File: src/rtl/sha256_pkg.sv
// Shared types and constants for the SHA-256 stream padder.
package sha256_pkg;

    typedef enum logic [2:0] {
        IDLE,
        ABSORB,
        PAD80,
        PADZ,
        LENHI,
        LENLO
    } pad_state_t;

    localparam logic [7:0]  PAD_BYTE      = 8'h80;
    localparam int unsigned WORDS_PER_BLK = 16;
    localparam int unsigned LEN_POS_BYTE  = 56;

endpackage

File: src/rtl/sha256_word_packer.sv
// Packs MSB-first input bytes into a 32-bit word; also inserts the 0x80 pad byte
// and zero-fills the rest of the current word in a single write.
module sha256_word_packer
    import sha256_pkg::*;
#(
    parameter int IN_W = 8,
    localparam int NB_W = $clog2(IN_W / 8 + 1)
) (
    input  logic            clk,
    input  logic            rst,
    input  logic            beat_en,
    input  logic [IN_W-1:0] beat_data,
    input  logic [NB_W-1:0] beat_nb,
    input  logic            pad_en,
    output logic [31:0]     word,
    output logic            word_done
);

    logic [31:0] word_q;
    logic [1:0]  bi;
    logic [31:0] beat_msb;
    logic [31:0] keep_mask;
    logic [31:0] merged;
    logic [2:0]  bi_sum;

    always_comb begin
        beat_msb  = 32'(beat_data) << (32 - IN_W);
        keep_mask = ~(32'hFFFF_FFFF >> (8 * beat_nb));
        merged    = word_q;
        bi_sum    = {1'b0, bi};
        if (pad_en) begin
            // Pad byte lands at bi; bytes below stay zero, so the word is complete.
            merged = word_q | ((32'(PAD_BYTE) << 24) >> (8 * bi));
            bi_sum = 3'd4;
        end else if (beat_en) begin
            merged = word_q | ((beat_msb & keep_mask) >> (8 * bi));
            bi_sum = {1'b0, bi} + 3'(beat_nb);
        end
    end

    assign word      = merged;
    assign word_done = (pad_en || beat_en) && (bi_sum == 3'd4);

    always_ff @(posedge clk) begin
        if (rst) begin
            word_q <= '0;
            bi     <= '0;
        end else if (word_done) begin
            word_q <= '0;
            bi     <= '0;
        end else if (beat_en) begin
            word_q <= merged;
            bi     <= bi_sum[1:0];
        end
    end

endmodule

File: src/rtl/sha256_stream_padder.sv
// SHA-256 message front end: packs a byte stream into 32-bit words, appends
// FIPS 180-4 padding and emits 16-word blocks on a valid/ready stream.
module sha256_stream_padder
    import sha256_pkg::*;
#(
    parameter int IN_W  = 8,
    parameter int LEN_W = 32,
    localparam int NB_W = $clog2(IN_W / 8 + 1)
) (
    input  logic            clk,
    input  logic            rst,
    input  logic            in_valid,
    input  logic [IN_W-1:0] in_data,
    input  logic            in_last,
    input  logic [NB_W-1:0] in_nbytes,
    output logic            in_ready,
    output logic            out_valid,
    output logic [31:0]     out_word,
    output logic            out_first,
    output logic            out_blast,
    output logic            out_mend,
    input  logic            out_ready,
    output logic            len_ovf
);

    localparam int CNT_W = LEN_W + 1;
    localparam logic [3:0] LAST_WI      = 4'(WORDS_PER_BLK - 1);
    localparam logic [3:0] LAST_ZERO_WI = 4'(LEN_POS_BYTE / 4 - 1);

    if (!(IN_W == 8 || IN_W == 16 || IN_W == 32)) begin : g_bad_in_w
        $error("sha256_stream_padder: IN_W must be 8, 16 or 32");
    end
    if (LEN_W < 1 || LEN_W > 61) begin : g_bad_len_w
        $error("sha256_stream_padder: LEN_W must be 1..61");
    end

    pad_state_t        state;
    pad_state_t        state_nxt;
    logic [3:0]        wi;
    logic [LEN_W-1:0]  byte_cnt;
    logic [63:0]       bit_len;
    logic              can_load;
    logic              absorbing;
    logic              beat_fire;
    logic              pad_fire;
    logic [NB_W-1:0]   beat_nb;
    logic [LEN_W-1:0]  cnt_base;
    logic [CNT_W-1:0]  cnt_sum;
    logic [31:0]       pk_word;
    logic              pk_done;
    logic              ld_en;
    logic [31:0]       ld_word;
    logic              ld_mend;

    assign can_load  = !out_valid || out_ready;
    assign absorbing = (state == IDLE) || (state == ABSORB);
    assign in_ready  = !rst && absorbing && can_load;
    assign beat_fire = in_valid && in_ready;
    assign pad_fire  = (state == PAD80) && can_load;
    assign beat_nb   = in_last ? in_nbytes : NB_W'(IN_W / 8);
    assign cnt_base  = (state == IDLE) ? '0 : byte_cnt;
    assign cnt_sum   = {1'b0, cnt_base} + CNT_W'(beat_nb);

    sha256_word_packer #(
        .IN_W(IN_W)
    ) u_packer (
        .clk      (clk),
        .rst      (rst),
        .beat_en  (beat_fire),
        .beat_data(in_data),
        .beat_nb  (beat_nb),
        .pad_en   (pad_fire),
        .word     (pk_word),
        .word_done(pk_done)
    );

    always_comb begin
        ld_en     = 1'b0;
        ld_word   = '0;
        ld_mend   = 1'b0;
        state_nxt = state;
        case (state)
            IDLE, ABSORB: begin
                if (beat_fire) begin
                    ld_en     = pk_done;
                    ld_word   = pk_word;
                    state_nxt = in_last ? PAD80 : ABSORB;
                end
            end
            PAD80: begin
                if (can_load) begin
                    ld_en     = 1'b1;
                    ld_word   = pk_word;
                    state_nxt = (wi == LAST_ZERO_WI) ? LENHI : PADZ;
                end
            end
            PADZ: begin
                // Runs past the block end when the 0x80 word landed beyond byte 56.
                if (can_load) begin
                    ld_en     = 1'b1;
                    state_nxt = (wi == LAST_ZERO_WI) ? LENHI : PADZ;
                end
            end
            LENHI: begin
                if (can_load) begin
                    ld_en     = 1'b1;
                    ld_word   = bit_len[63:32];
                    state_nxt = LENLO;
                end
            end
            LENLO: begin
                if (can_load) begin
                    ld_en     = 1'b1;
                    ld_word   = bit_len[31:0];
                    ld_mend   = 1'b1;
                    state_nxt = IDLE;
                end
            end
            default: state_nxt = IDLE;
        endcase
    end

    always_ff @(posedge clk) begin
        if (rst) begin
            state     <= IDLE;
            wi        <= '0;
            byte_cnt  <= '0;
            bit_len   <= '0;
            len_ovf   <= 1'b0;
            out_valid <= 1'b0;
            out_word  <= '0;
            out_first <= 1'b0;
            out_blast <= 1'b0;
            out_mend  <= 1'b0;
        end else begin
            state <= state_nxt;
            if (beat_fire) begin
                byte_cnt <= cnt_sum[LEN_W-1:0];
                len_ovf  <= (state == IDLE) ? cnt_sum[LEN_W] : (len_ovf | cnt_sum[LEN_W]);
                if (in_last) begin
                    bit_len <= 64'({cnt_sum[LEN_W-1:0], 3'b000});
                end
            end
            if (ld_en) begin
                out_valid <= 1'b1;
                out_word  <= ld_word;
                out_first <= (wi == 4'd0);
                out_blast <= (wi == LAST_WI);
                out_mend  <= ld_mend;
                wi        <= wi + 4'd1;
            end else if (out_ready) begin
                out_valid <= 1'b0;
            end
        end
    end

endmodule

File: config.mk
export PLATFORM = sky130hd
export DESIGN_NAME = sha256_stream_padder
export DESIGN_NICKNAME = d
export VERILOG_FILES = /design/src/rtl/sha256_pkg.sv /design/src/rtl/sha256_word_packer.sv /design/src/rtl/sha256_stream_padder.sv
export SDC_FILE = /design/constraint.sdc
export NUM_CORES = 1
export LEC_CHECK = 0
export ABC_AREA = 1
export BUFFER_PORTS_ARGS = -buffer_cell sky130_fd_sc_hd__buf_2
export CAP_MARGIN = 20
export CORE_AREA = 4 4 114 116
export DETAILED_ROUTE_END_ITERATION = 7
export DIE_AREA = 0 0 118 120
export PLACE_DENSITY = 0.8
export SETUP_SLACK_MARGIN = 0.3
export SYNTH_ARGS = -nofsm -noshare
export SYNTH_HDL_FRONTEND = slang
export SYNTH_SLANG_ARGS = --single-unit
File: constraint.sdc
create_clock -name clk -period 3.2 [get_ports clk]
set_clock_uncertainty 0.15 [all_clocks]
set_input_delay 0.16 -clock clk [delete_from_list [all_inputs] [get_ports clk]]
set_output_delay 0.16 -clock clk [all_outputs]
set_load 0.01 [all_outputs]
==> impl_results.html, run 1 <==
<table>
<tr><th>Metric</th><th>Value</th></tr>
<tr><th colspan="2">Outcome</th></tr>
<tr><td>Status</td><td>finished clean</td></tr>
<tr><th colspan="2">Clocking</th></tr>
<tr><td>Clock tree root buffer cell</td><td>clkbuf_16</td></tr>
<tr><td>Clock tree from TritonCTS</td><td>built</td></tr>
<tr><td>H-tree Lvls</td><td>4</td></tr>
<tr><td>CTS sink cnt</td><td>142</td></tr>
<tr><td>Clock-pin slew of the registers on the worst-case setup and hold paths</td><td>60 ps</td></tr>
<tr><td>Number of buffers inserted to repair setup after CTS</td><td>0</td></tr>
<tr><td>Worst-case clock buffer depth</td><td>2</td></tr>
<tr><td>Number of buffers added by the clock tree synthesis step</td><td>17</td></tr>
<tr><td>Worst-Skew Late Latency</td><td>420 ps</td></tr>
<tr><th colspan="2">Routing</th></tr>
<tr><td>Count of unresolved DRC violations after routing</td><td>0</td></tr>
<tr><td>Antenna Nets Post-Route</td><td>0</td></tr>
<tr><td>Starting DRC count in detailed routing</td><td>684</td></tr>
<tr><td>TritonRoute pass-1 iters</td><td>5</td></tr>
<tr><td>Final routed wire length divided by cell count</td><td>15.0 um</td></tr>
<tr><td>Overall via count from detail_route</td><td>7,146</td></tr>
<tr><td>Post-detailed-route via-to-cell ratio</td><td>5.47</td></tr>
<tr><td>Routed wire length</td><td>19,600 um</td></tr>
<tr><th colspan="2">Floorplanning</th></tr>
<tr><td>Chip height</td><td>120 um</td></tr>
<tr><td>Core Area</td><td>11,900 sq um</td></tr>
<tr><td>Number of placement rows</td><td>40</td></tr>
<tr><td>Initial standard-cell utilization of the core</td><td>60.6%</td></tr>
<tr><td>Die Wd</td><td>118 um</td></tr>
<tr><td>IO Count</td><td>52</td></tr>
<tr><td>Overall die area</td><td>14,200 sq um</td></tr>
<tr><th colspan="2">STA</th></tr>
<tr><td>Time the final worst path needs with I/O delays and setup</td><td>2540 ps</td></tr>
<tr><td>Slew at the pin with the worst max-slew slack</td><td>965 ps</td></tr>
<tr><td>Number of hold violations in the final report</td><td>0</td></tr>
<tr><td>Setup-violating endpoint count in the final report</td><td>0</td></tr>
<tr><td>Crit share post-route</td><td>79.3%</td></tr>
<tr><td>Setup TNS Final</td><td>0 ps</td></tr>
<tr><td>Final Worst Setup Slack</td><td>664 ps</td></tr>
<tr><td>Number of max-slew violations in the final report</td><td>0</td></tr>
<tr><td>Worst slew margin relative to its limit</td><td>35.6%</td></tr>
<tr><td>Setup repair after global routing missed its margin</td><td>no</td></tr>
<tr><td>Timing-limited maximum frequency</td><td>0.394 GHz</td></tr>
<tr><th colspan="2">Cells and area</th></tr>
<tr><td>Commonest cells after routing, fill and taps aside</td><td>339 x nand2_1, 142 x dfxtp_1, 129 x nor2_1</td></tr>
<tr><td>Core Util, Final</td><td>69.1%</td></tr>
<tr><td>Share of post-route cells with drive strength above 1</td><td>10.7%</td></tr>
<tr><td>Net count of the finished layout</td><td>1,172</td></tr>
<tr><td>Final Instance Count excl. Fillers</td><td>1,306</td></tr>
<tr><td>Most common library cell in the layout ignoring fill and taps</td><td>nand2_1</td></tr>
<tr><td>Area growth from synthesis to final layout</td><td>14.1%</td></tr>
<tr><td>Filler Cell Count</td><td>1,030</td></tr>
<tr><td>ANT cells</td><td>0</td></tr>
<tr><th colspan="2">Hold path</th></tr>
<tr><td>Critical hold path startpoint</td><td>out_ready</td></tr>
<tr><td>Number of cells traversed by the worst hold path</td><td>4</td></tr>
<tr><td>Worst min-delay path category</td><td>in2reg</td></tr>
<tr><td>Capture endpoint of the worst hold path</td><td>out_valid$_SDFFE_PP0P_</td></tr>
<tr><th colspan="2">Critical path</th></tr>
<tr><td>Cell chain of the critical path</td><td>inv_2 &gt; ha_1 &gt; inv_2 &gt; nor2_2 &gt; nand3_2 &gt; nor2_1 &gt; o21ai_1 &gt; nand3_2 &gt; nand2_1 &gt; nand2_4 &gt; buf_4 &gt; nand2_1 &gt; a21oi_1</td></tr>
<tr><td>Crit-path leading delay family</td><td>simple AND/OR/NAND/NOR gates</td></tr>
<tr><td>Launch instance of the worst register-to-register path</td><td>state[1]$_SDFFE_PP0P_</td></tr>
<tr><td>Total stage count of the critical path</td><td>13</td></tr>
<tr><td>Type of destination of the critical path</td><td>flip-flop</td></tr>
<tr><td>Critical Path Start Type</td><td>flip-flop</td></tr>
<tr><td>Slowest CP cell</td><td>dfxtp_1</td></tr>
<tr><td>Critical Setup Path Class</td><td>reg2reg</td></tr>
<tr><td>WP data required</td><td>3390 ps</td></tr>
<tr><td>Flop-to-flop setup slack</td><td>660 ps</td></tr>
<tr><td>Worst Setup SP</td><td>state[1]$_SDFFE_PP0P_</td></tr>
<tr><td>Number of cells on the worst reg-to-reg path</td><td>13</td></tr>
<tr><td>Longest individual stage delay on the worst path</td><td>360 ps</td></tr>
<tr><td>Biggest fanout along the worst timing path</td><td>20</td></tr>
<tr><td>Buffers and inverters on the worst path</td><td>3</td></tr>
<tr><td>Critical R2R Capture</td><td>out_word[29]$_SDFFE_PP0P_</td></tr>
<tr><td>Worst path arrival time</td><td>2730 ps</td></tr>
<tr><th colspan="2">Synth</th></tr>
<tr><td>Cell area after synthesis</td><td>7220 sq um</td></tr>
<tr><td>Post-Syn Nets</td><td>1,133</td></tr>
<tr><td>Count of distinct cell types in the synthesized netlist</td><td>32</td></tr>
<tr><td>Post-Synthesis Mean Instance Area</td><td>6.52 sq um</td></tr>
<tr><td>Count of yosys warnings during synthesis</td><td>0</td></tr>
<tr><td>Post-Synthesis Cells</td><td>1,108</td></tr>
<tr><td>Flip-flop and latch count after synthesis</td><td>142</td></tr>
<tr><td>Portion of the post-synthesis area used by sequential elements</td><td>39.4%</td></tr>
<tr><th colspan="2">Power</th></tr>
<tr><td>Pwr Density</td><td>724 nW/um^2</td></tr>
<tr><td>Total design power</td><td>5.96 mW</td></tr>
<tr><td>Leak pwr</td><td>3.69 nW</td></tr>
<tr><td>IR Drop Worst-Case VDD</td><td>0.366 mV</td></tr>
<tr><th colspan="2">Placed design</th></tr>
<tr><td>Placed wire-length estimate</td><td>13,900 um</td></tr>
<tr><td>Count of buffers inserted at the top-level ports</td><td>51</td></tr>
<tr><td>Final weighted congestion in routability-driven placement</td><td>0.963</td></tr>
<tr><td>Post-placement cell count</td><td>1,270</td></tr>
<tr><td>Minimum setup slack after placement</td><td>585 ps</td></tr>
<tr><th colspan="2">Job</th></tr>
<tr><td>Max-capacitance violation count</td><td>0</td></tr>
<tr><th colspan="2">Global routing</th></tr>
<tr><td>Number of antenna violations at the first check in global routing</td><td>0</td></tr>
<tr><td>First-pass GRT wire length</td><td>31,900 um</td></tr>
<tr><td>Overall global routing resource usage</td><td>28.1%</td></tr>
<tr><td>Largest net degree at the start of global routing</td><td>68</td></tr>
<tr><td>Gr ovfl total</td><td>0</td></tr>
<tr><td>Number of global-route vias before repair</td><td>6,601</td></tr>
</table>
==> cell usage after synthesis (all sizes together) <==
cell type,instances,share of area [%]
a21oi,82,5.8
a31oi,8,0.69
a41oi,1,0.12
buf,21,2.0
clkbuf,31,1.6
clkinv,1,0.052
dfxtp,142,39
ha,11,1.9
inv,113,5.9
nand2,343,18
nand3,113,8.1
nand3b,6,0.62
nand4,9,0.78
nor2,141,7.8
nor3,12,0.83
o21ai,49,3.4
o21bai,5,0.52
o31ai,4,0.42
or2,2,0.17
xnor2,7,0.85
xor2,7,0.85
==> metrics by stage <==
| step | instance area (sq um) | hold WS, ps |
|---|---|---|
| floorplan | 7220 | 276 |
| global placement | 7550 | 290 |
| detailed placement | 7550 | 294 |
| CTS | 8230 | 29.5 |
| global route | 8240 | 71.5 |
| finish | 8240 | 46.5 |
==> area by class of cell <==
class	instances	area, sq um	area share [%]
well taps	147	184	2.23
repair buffers	72	450	5.47
multi-input cells	800	3700	44.9
flip-flops and latches	142	2840	34.5
inverters	114	428	5.20
clock buffers	21	470	5.71
clock inverters	10	161	1.96
==> registers in the layout, indices dropped and copies added (netlist names) <==
name / cells
u_packer.word_q: 32
out_blast: 1
len_ovf: 1
out_first: 1
byte_cnt: 32
out_valid: 1
u_packer.bi: 2
bit_len: 32
out_mend: 1
out_word: 32
wi: 4
state: 3
==> logic make-up after synthesis <==
| family | Yosys count | synth area share, % |
|---|---|---|
| buf+inv | 166 | 9.58 |
| simple gates | 626 | 36.4 |
| xor+xnor | 14 | 1.70 |
| fa+ha+maj | 11 | 1.91 |
| flops | 142 | 39.4 |
| compound gates | 149 | 11.0 |
==> repair_timing <==
action / CTS / global route
resized for setup: 0 / 1
hold buffers: 5 / 0
hold endpoints to repair: 9 / 0
setup endpoints to repair: 0 / 3
==> worst reg2reg max path, stage by stage (launching register included) <==
cell	delay [ps]
dfxtp_1	360
inv_2	130
ha_1	210
inv_2	60
nor2_2	110
nand3_2	200
nor2_1	230
o21ai_1	130
nand3_2	120
nand2_1	100
nand2_4	200
buf_4	240
nand2_1	60
a21oi_1	160
==> per-layer routing <==
| layer | vias up | routed length, um | global-route usage (%) |
|---|---|---|---|
| li1 | 3596 | - | - |
| met3 | 61 | 1230 | 4.48 |
| met1 | 3219 | 8450 | 35.4 |
| met5 | - | 0 | 0 |
| met4 | 0 | 1000 | 17.4 |
| met2 | 270 | 8880 | 45.2 |
==> where the power goes <==
part / total [mW] / switching, mW / internal, mW
Clock: 2.11 / 0.749 / 1.36
Combinational: 1.86 / 1.38 / 0.484
Sequential: 1.99 / 0.0950 / 1.90
==> worst max-delay path by stage <==
stage                                      endpoint  slack [ps]
final                     out_word[29]$_SDFFE_PP0P_         660
after global routing          state[0]$_SDFFE_PP0P_         310
after CTS                 out_word[29]$_SDFFE_PP0P_         560
after detailed placement  out_word[29]$_SDFFE_PP0P_         590
after global placement       out_blast$_SDFFE_PP0P_         730
after floorplan            bit_len[21]$_SDFFE_PP0P_         760
No activity file was read; power rests on OpenSTA's default activity.
==> run 2: changes to the inputs <==
==> constraint.sdc (replaced) <==
create_clock -name clk -period 2.6 [get_ports clk]
set_clock_uncertainty 0.15 [all_clocks]
set_input_delay 0.13 -clock clk [delete_from_list [all_inputs] [get_ports clk]]
set_output_delay 0.13 -clock clk [all_outputs]
set_load 0.01 [all_outputs]
==> run 2 against run 1 <==
Against the previous run:
- design area rose by 6.4%
- global-route usage rose by 0.54 points
- setup slack got worse by 380 ps
==> impl_results.html, run 2 (synthesis results as in run 1) <==
<table>
<tr><th>Metric</th><th>Value</th></tr>
<tr><th colspan="2">Outcome</th></tr>
<tr><td>Status</td><td>finished clean</td></tr>
<tr><th colspan="2">STA</th></tr>
<tr><td>Slew at the pin with the worst max-slew slack</td><td>764 ps</td></tr>
<tr><td>Setup-violating endpoint count in the final report</td><td>0</td></tr>
<tr><td>Time the final worst path needs with I/O delays and setup</td><td>2320 ps</td></tr>
<tr><td>Number of hold violations in the final report</td><td>0</td></tr>
<tr><td>Setup TNS Final</td><td>0 ps</td></tr>
<tr><td>Setup repair after global routing missed its margin</td><td>yes</td></tr>
<tr><td>Number of max-slew violations in the final report</td><td>0</td></tr>
<tr><td>Worst slew margin relative to its limit</td><td>49.1%</td></tr>
<tr><td>Crit share post-route</td><td>89.1%</td></tr>
<tr><td>Timing-limited maximum frequency</td><td>0.432 GHz</td></tr>
<tr><th colspan="2">Routing</th></tr>
<tr><td>Count of unresolved DRC violations after routing</td><td>0</td></tr>
<tr><td>Routed wire length</td><td>21,400 um</td></tr>
<tr><td>Final routed wire length divided by cell count</td><td>16.1 um</td></tr>
<tr><td>Antenna Nets Post-Route</td><td>0</td></tr>
<tr><td>Starting DRC count in detailed routing</td><td>923</td></tr>
<tr><td>TritonRoute pass-1 iters</td><td>5</td></tr>
<tr><td>Overall via count from detail_route</td><td>7,496</td></tr>
<tr><td>Post-detailed-route via-to-cell ratio</td><td>5.63</td></tr>
<tr><th colspan="2">Critical path</th></tr>
<tr><td>Critical Path Start Type</td><td>flip-flop</td></tr>
<tr><td>WP data required</td><td>2790 ps</td></tr>
<tr><td>Worst path arrival time</td><td>2510 ps</td></tr>
<tr><td>Type of destination of the critical path</td><td>flip-flop</td></tr>
<tr><td>Biggest fanout along the worst timing path</td><td>9</td></tr>
<tr><td>Critical Setup Path Class</td><td>reg2reg</td></tr>
<tr><th colspan="2">Cells and area</th></tr>
<tr><td>Area growth from synthesis to final layout</td><td>21.3%</td></tr>
<tr><td>ANT cells</td><td>0</td></tr>
<tr><td>Area occupied by multi-input gates</td><td>3860 sq um</td></tr>
<tr><td>Commonest cells after routing, fill and taps aside</td><td>333 x nand2_1, 139 x dfxtp_1, 124 x nor2_1</td></tr>
<tr><td>Most common library cell in the layout ignoring fill and taps</td><td>nand2_1</td></tr>
<tr><td>Area taken by flip-flops and latches</td><td>2850 sq um</td></tr>
<tr><td>Share of post-route cells with drive strength above 1</td><td>14.5%</td></tr>
<tr><td>Filler Cell Count</td><td>958</td></tr>
<tr><td>Final Instance Count excl. Fillers</td><td>1,331</td></tr>
<tr><td>Net count of the finished layout</td><td>1,196</td></tr>
<tr><th colspan="2">Placed design</th></tr>
<tr><td>Post-placement cell count</td><td>1,274</td></tr>
<tr><td>Placed wire-length estimate</td><td>13,900 um</td></tr>
<tr><td>Final weighted congestion in routability-driven placement</td><td>0.956</td></tr>
<tr><td>Count of buffers inserted at the top-level ports</td><td>51</td></tr>
<tr><th colspan="2">Power</th></tr>
<tr><td>Total design power</td><td>8.46 mW</td></tr>
<tr><td>IR Drop Worst-Case VDD</td><td>0.639 mV</td></tr>
<tr><td>Pwr Density</td><td>965 nW/um^2</td></tr>
<tr><td>Leak pwr</td><td>3.88 nW</td></tr>
<tr><th colspan="2">Global routing</th></tr>
<tr><td>Gr ovfl total</td><td>0</td></tr>
<tr><td>Overall global routing resource usage</td><td>28.6%</td></tr>
<tr><td>Number of antenna violations at the first check in global routing</td><td>0</td></tr>
<tr><td>First-pass GRT wire length</td><td>32,500 um</td></tr>
<tr><td>Largest net degree at the start of global routing</td><td>68</td></tr>
<tr><td>Number of global-route vias before repair</td><td>6,612</td></tr>
<tr><th colspan="2">Floorplanning</th></tr>
<tr><td>Number of placement rows</td><td>40</td></tr>
<tr><td>IO Count</td><td>52</td></tr>
<tr><td>Initial standard-cell utilization of the core</td><td>60.6%</td></tr>
<tr><td>Chip height</td><td>120 um</td></tr>
<tr><td>Die Wd</td><td>118 um</td></tr>
<tr><td>Core Area</td><td>11,900 sq um</td></tr>
<tr><td>Overall die area</td><td>14,200 sq um</td></tr>
<tr><th colspan="2">Job</th></tr>
<tr><td>Max-capacitance violation count</td><td>0</td></tr>
<tr><th colspan="2">Clocking</th></tr>
<tr><td>Clock-pin slew of the registers on the worst-case setup and hold paths</td><td>60 ps</td></tr>
<tr><td>Worst-case clock buffer depth</td><td>2</td></tr>
<tr><td>H-tree Lvls</td><td>4</td></tr>
<tr><td>CTS sink cnt</td><td>142</td></tr>
<tr><td>Clock tree from TritonCTS</td><td>built</td></tr>
<tr><td>Number of buffers added by the clock tree synthesis step</td><td>17</td></tr>
<tr><td>Clock tree root buffer cell</td><td>clkbuf_16</td></tr>
<tr><td>Worst-Skew Late Latency</td><td>430 ps</td></tr>
<tr><th colspan="2">Hold path</th></tr>
<tr><td>Worst min-delay path category</td><td>in2reg</td></tr>
</table>
-- run 2: cell count changes in the layout (fill, tap and decap cells not counted), moves of 5 or more --
cell | previous run | this run
nor2_1 | 129 | 124
buf_4 | 14 | 27
nor2_4 | 3 | 13
nand2_1 | 339 | 333
nor2_2 | 9 | 4
nand2_2 | 2 | 8
buf_12 | 2 | 7
-- run 2: worst paths after layout --
| kind | from | endpoint | slack (ps) | cells after the start |
|---|---|---|---|---|
| max | state[2]$_SDFFE_PP0P_ | out_word[25]$_SDFFE_PP0P_ | 280 | 13 |
| max reg2reg | state[2]$_SDFFE_PP0P_ | out_word[25]$_SDFFE_PP0P_ | 280 | 13 |
| min reg2reg | u_packer.word_q[28]$_SDFFE_PP0N_ | u_packer.word_q[28]$_SDFFE_PP0N_ | 300 | 2 |
| min | in_data[6] | u_packer.word_q[22]$_SDFFE_PP0N_ | 10 | 5 |
-- run 2: power by group --
| part | switching [mW] | internal (mW) | total, mW |
|---|---|---|---|
| clock network | 0.964 | 1.73 | 2.70 |
| logic | 2.09 | 1.19 | 3.29 |
| registers | 0.124 | 2.35 | 2.47 |
-- run 2: routing by layer --
metal	vias to the layer above	track usage [%]	wire length, um	part of all wire [%]
li1	3656	-	-	-
met1	3357	36.8	8800	41
met2	398	45.8	9800	46
met3	85	6.03	1760	8.2
met4	0	14.1	1070	5.0
met5	-	0	0	0
-- run 2: what timing repair did --
item	in CTS	in global routing
hold endpoints to repair	5	0
gates cloned	0	5
setup buffers	2	13
setup endpoints to repair	53	89
hold buffers	5	0
gates resized for setup	9	32
pin swaps	3	15
-- run 2: stage by stage --
stage / setup slack (ps) / instance area [sq um] / hold slack (ps) / utilization, %
floorplan: 317 / 7260 / 244 / -
global placement: 272 / 7650 / 290 / 64.2
detailed placement: 192 / 7650 / 295 / 64.2
CTS: 304 / 8400 / 4.25 / 70.5
global route: 109 / 8760 / 57.3 / 73.6
finish: 283 / 8760 / 10.5 / 73.6
-- run 2: critical path, cell delays in order, from the launching register on --
cell and delay, ps:
dfxtp_4 380, inv_2 70, ha_4 170, inv_2 90
nor2_4 50, nand3_4 170, nor2_4 60, o21ai_1 200
nand3_4 140, a21oi_4 190, buf_12 150, clkbuf_16 160
nand3_1 60, a21oi_1 190
-- run 2: layout make-up --
type                            instances  share of cell area (%)
Clock buffer                           19                    5.05
Clock inverter                         13                    2.41
Inverter                              114                    5.04
Multi-Input combinational cell        800                    44.0
Sequential cell                       142                    32.6
Tap cell                              147                    2.10
Timing Repair Buffer                   96                    8.80
==> run 3: changes to the inputs <==
--- a/config.mk
+++ b/config.mk
@@ -12,6 +12,7 @@
 export DETAILED_ROUTE_END_ITERATION = 7
 export DIE_AREA = 0 0 118 120
 export PLACE_DENSITY = 0.8
+export RECOVER_POWER = 25
 export SETUP_SLACK_MARGIN = 0.3
 export SYNTH_ARGS = -nofsm -noshare
 export SYNTH_HDL_FRONTEND = slang
==> run 3 against run 2 <==
Against the previous run:
- sequential share of layout area up 0.20 points
- count of clock-buffer cells in the layout is the same
- first-iteration DRC count decreased by 10%
- largest cell class unchanged
- critical path depth is 1 lower
- design area fell by 0.60%
==> impl_results.html, run 3 (synthesis results as in run 1) <==
<table>
<tr><th>Metric</th><th>Value</th></tr>
<tr><th colspan="2">Clocking</th></tr>
<tr><td>CTS sink cnt</td><td>142</td></tr>
<tr><td>Worst-Skew Late Latency</td><td>430 ps</td></tr>
<tr><td>Worst-case clock buffer depth</td><td>2</td></tr>
<tr><td>Clock tree from TritonCTS</td><td>built</td></tr>
<tr><td>H-tree Lvls</td><td>4</td></tr>
<tr><td>Clock-pin slew of the registers on the worst-case setup and hold paths</td><td>60 ps</td></tr>
<tr><td>Clock tree root buffer cell</td><td>clkbuf_16</td></tr>
<tr><td>Number of buffers added by the clock tree synthesis step</td><td>17</td></tr>
<tr><th colspan="2">Cells and area</th></tr>
<tr><td>Summed area of non-filler cells in the final layout</td><td>8710 sq um</td></tr>
<tr><td>Share of post-route cells with drive strength above 1</td><td>11.2%</td></tr>
<tr><td>Commonest cells after routing, fill and taps aside</td><td>333 x nand2_1, 139 x dfxtp_1, 124 x nor2_1</td></tr>
<tr><td>Net count of the finished layout</td><td>1,196</td></tr>
<tr><td>Area growth from synthesis to final layout</td><td>20.6%</td></tr>
<tr><td>Final Instance Count excl. Fillers</td><td>1,331</td></tr>
<tr><td>Most common library cell in the layout ignoring fill and taps</td><td>nand2_1</td></tr>
<tr><td>ANT cells</td><td>0</td></tr>
<tr><th colspan="2">Floorplanning</th></tr>
<tr><td>Core Area</td><td>11,900 sq um</td></tr>
<tr><td>Number of placement rows</td><td>40</td></tr>
<tr><td>Overall die area</td><td>14,200 sq um</td></tr>
<tr><td>Die Wd</td><td>118 um</td></tr>
<tr><td>IO Count</td><td>52</td></tr>
<tr><td>Chip height</td><td>120 um</td></tr>
<tr><td>Initial standard-cell utilization of the core</td><td>60.6%</td></tr>
<tr><th colspan="2">Critical path</th></tr>
<tr><td>Critical Setup Path Class</td><td>reg2reg</td></tr>
<tr><td>Biggest fanout along the worst timing path</td><td>9</td></tr>
<tr><td>Worst Setup SP</td><td>state[2]$_SDFFE_PP0P_</td></tr>
<tr><td>Launch instance of the worst register-to-register path</td><td>state[2]$_SDFFE_PP0P_</td></tr>
<tr><td>Number of cells on the worst reg-to-reg path</td><td>12</td></tr>
<tr><td>Critical R2R Capture</td><td>out_word[12]$_SDFFE_PP0P_</td></tr>
<tr><td>Flop-to-flop setup slack</td><td>210 ps</td></tr>
<tr><td>Worst path arrival time</td><td>2570 ps</td></tr>
<tr><td>WP data required</td><td>2790 ps</td></tr>
<tr><td>Type of destination of the critical path</td><td>flip-flop</td></tr>
<tr><td>Critical Path Start Type</td><td>flip-flop</td></tr>
<tr><td>Capturing element of the worst setup path</td><td>out_word[12]$_SDFFE_PP0P_</td></tr>
<tr><th colspan="2">STA</th></tr>
<tr><td>Number of max-slew violations in the final report</td><td>0</td></tr>
<tr><td>Worst slew margin relative to its limit</td><td>48.8%</td></tr>
<tr><td>Final Worst Setup Slack</td><td>215 ps</td></tr>
<tr><td>Slew at the pin with the worst max-slew slack</td><td>767 ps</td></tr>
<tr><td>Setup repair after global routing missed its margin</td><td>yes</td></tr>
<tr><td>Crit share post-route</td><td>91.7%</td></tr>
<tr><td>Time the final worst path needs with I/O delays and setup</td><td>2390 ps</td></tr>
<tr><td>Number of hold violations in the final report</td><td>0</td></tr>
<tr><td>Setup-violating endpoint count in the final report</td><td>0</td></tr>
<tr><td>Timing-limited maximum frequency</td><td>0.419 GHz</td></tr>
<tr><td>Setup TNS Final</td><td>0 ps</td></tr>
<tr><th colspan="2">Global routing</th></tr>
<tr><td>Overall global routing resource usage</td><td>28.6%</td></tr>
<tr><td>Number of antenna violations at the first check in global routing</td><td>0</td></tr>
<tr><td>Number of global-route vias before repair</td><td>6,612</td></tr>
<tr><td>First-pass GRT wire length</td><td>32,500 um</td></tr>
<tr><td>Gr ovfl total</td><td>0</td></tr>
<tr><td>Largest net degree at the start of global routing</td><td>68</td></tr>
<tr><th colspan="2">Job</th></tr>
<tr><td>Max-capacitance violation count</td><td>0</td></tr>
<tr><th colspan="2">Routing</th></tr>
<tr><td>Antenna Nets Post-Route</td><td>0</td></tr>
<tr><td>Routed wire length</td><td>21,500 um</td></tr>
<tr><td>Overall via count from detail_route</td><td>7,457</td></tr>
<tr><td>Post-detailed-route via-to-cell ratio</td><td>5.60</td></tr>
<tr><td>Final routed wire length divided by cell count</td><td>16.2 um</td></tr>
<tr><td>TritonRoute pass-1 iters</td><td>6</td></tr>
<tr><td>Starting DRC count in detailed routing</td><td>829</td></tr>
<tr><td>Count of unresolved DRC violations after routing</td><td>0</td></tr>
<tr><th colspan="2">Hold path</th></tr>
<tr><td>Worst min-delay path category</td><td>in2reg</td></tr>
<tr><th colspan="2">Power</th></tr>
<tr><td>IR Drop Worst-Case VDD</td><td>0.645 mV</td></tr>
<tr><td>Leak pwr</td><td>3.71 nW</td></tr>
<tr><td>Pwr Density</td><td>970 nW/um^2</td></tr>
<tr><th colspan="2">Placed design</th></tr>
<tr><td>Final weighted congestion in routability-driven placement</td><td>0.956</td></tr>
<tr><td>Minimum setup slack after placement</td><td>192 ps</td></tr>
<tr><td>Cell area reported after detailed placement</td><td>7650 sq um</td></tr>
<tr><td>Placed wire-length estimate</td><td>13,900 um</td></tr>
<tr><td>Post-placement cell count</td><td>1,274</td></tr>
<tr><td>Count of buffers inserted at the top-level ports</td><td>51</td></tr>
<tr><th colspan="2">Outcome</th></tr>
<tr><td>Status</td><td>finished clean</td></tr>
</table>
run 3: changes by cell type in the layout (fill, tap and decap cells not counted):
| cell | before | now |
|---|---|---|
| buf_2 | 51 | 13 |
| inv_1 | 106 | 107 |
| clkbuf_1 | 1 | 39 |
| inv_2 | 4 | 3 |
| clkbuf_2 | 0 | 2 |
| clkbuf_4 | 0 | 1 |
| buf_4 | 27 | 24 |
run 3: where the power goes:
group	internal [mW]	switching, mW
sequential	2.35	0.124
clock	1.73	0.963
combinational	1.18	2.10
run 3: through the flow:
| step | hold slack (ps) | util [%] | power (mW) |
|---|---|---|---|
| global route | 57.3 | 73.1 | 8.75 |
| floorplan | 244 | - | 4.33 |
| finish | 11.5 | 73.1 | 8.45 |
| global placement | 290 | 64.2 | 4.86 |
| CTS | 4.25 | 70.5 | 7.58 |
| detailed placement | 295 | 64.2 | 4.89 |
run 3: worst min-delay path by stage:
stage | startpoint | to | slack [ps] | cells after the start
6_report | in_data[6] | u_packer.word_q[30]$_SDFFE_PP0N_ | 10 | 5
5_1_grt | in_data[6] | u_packer.word_q[22]$_SDFFE_PP0N_ | 60 | 5
4_1_cts | in_last | state[0]$_SDFFE_PP0P_ | 4 | 4
3_5_place_dp | u_packer.word_q[28]$_SDFFE_PP0N_ | u_packer.word_q[28]$_SDFFE_PP0N_ | 290 | 2
3_3_place_gp | u_packer.word_q[18]$_SDFFE_PP0N_ | u_packer.word_q[18]$_SDFFE_PP0N_ | 290 | 2
2_1_floorplan | in_last | state[0]$_SDFFE_PP0P_ | 240 | 3
run 3: layer usage:
layer  vias up  GRT usage [%]  routed length [um]
met1      3362           36.8                8800
met4         0           14.1                1080
li1       3652              -                   -
met2       362           45.8                9850
met5         -              0                   0
met3        81           6.03                1800
run 3: cell type report:
class | instances | area, sq um
fillers | 982 | 3200
clock buffers | 19 | 443
clock inverters | 13 | 211
multi-input cells | 800 | 3860
inverters | 114 | 442
repair buffers | 96 | 718
well taps | 147 | 184
flip-flops and latches | 142 | 2850
run 3: what timing repair did:
action | in CTS | in global routing
hold endpoints to repair | 5 | 0
pin swaps | 3 | 15
gates cloned | 0 | 5
endpoints found under the setup margin | 53 | 89
hold buffers | 5 | 0
gates resized for setup | 9 | 32
setup buffers | 2 | 13
run 3: critical path: stages, from the launching register on:
cell and delay, ps:
dfxtp_4 360, inv_1 150, ha_4 180, inv_2 60, nor2_4 120, nand3_4 180, o21ai_4 230, nand3_4 110
a21oi_4 190, buf_12 150, clkbuf_16 160, nand3_1 80, a21oi_1 180
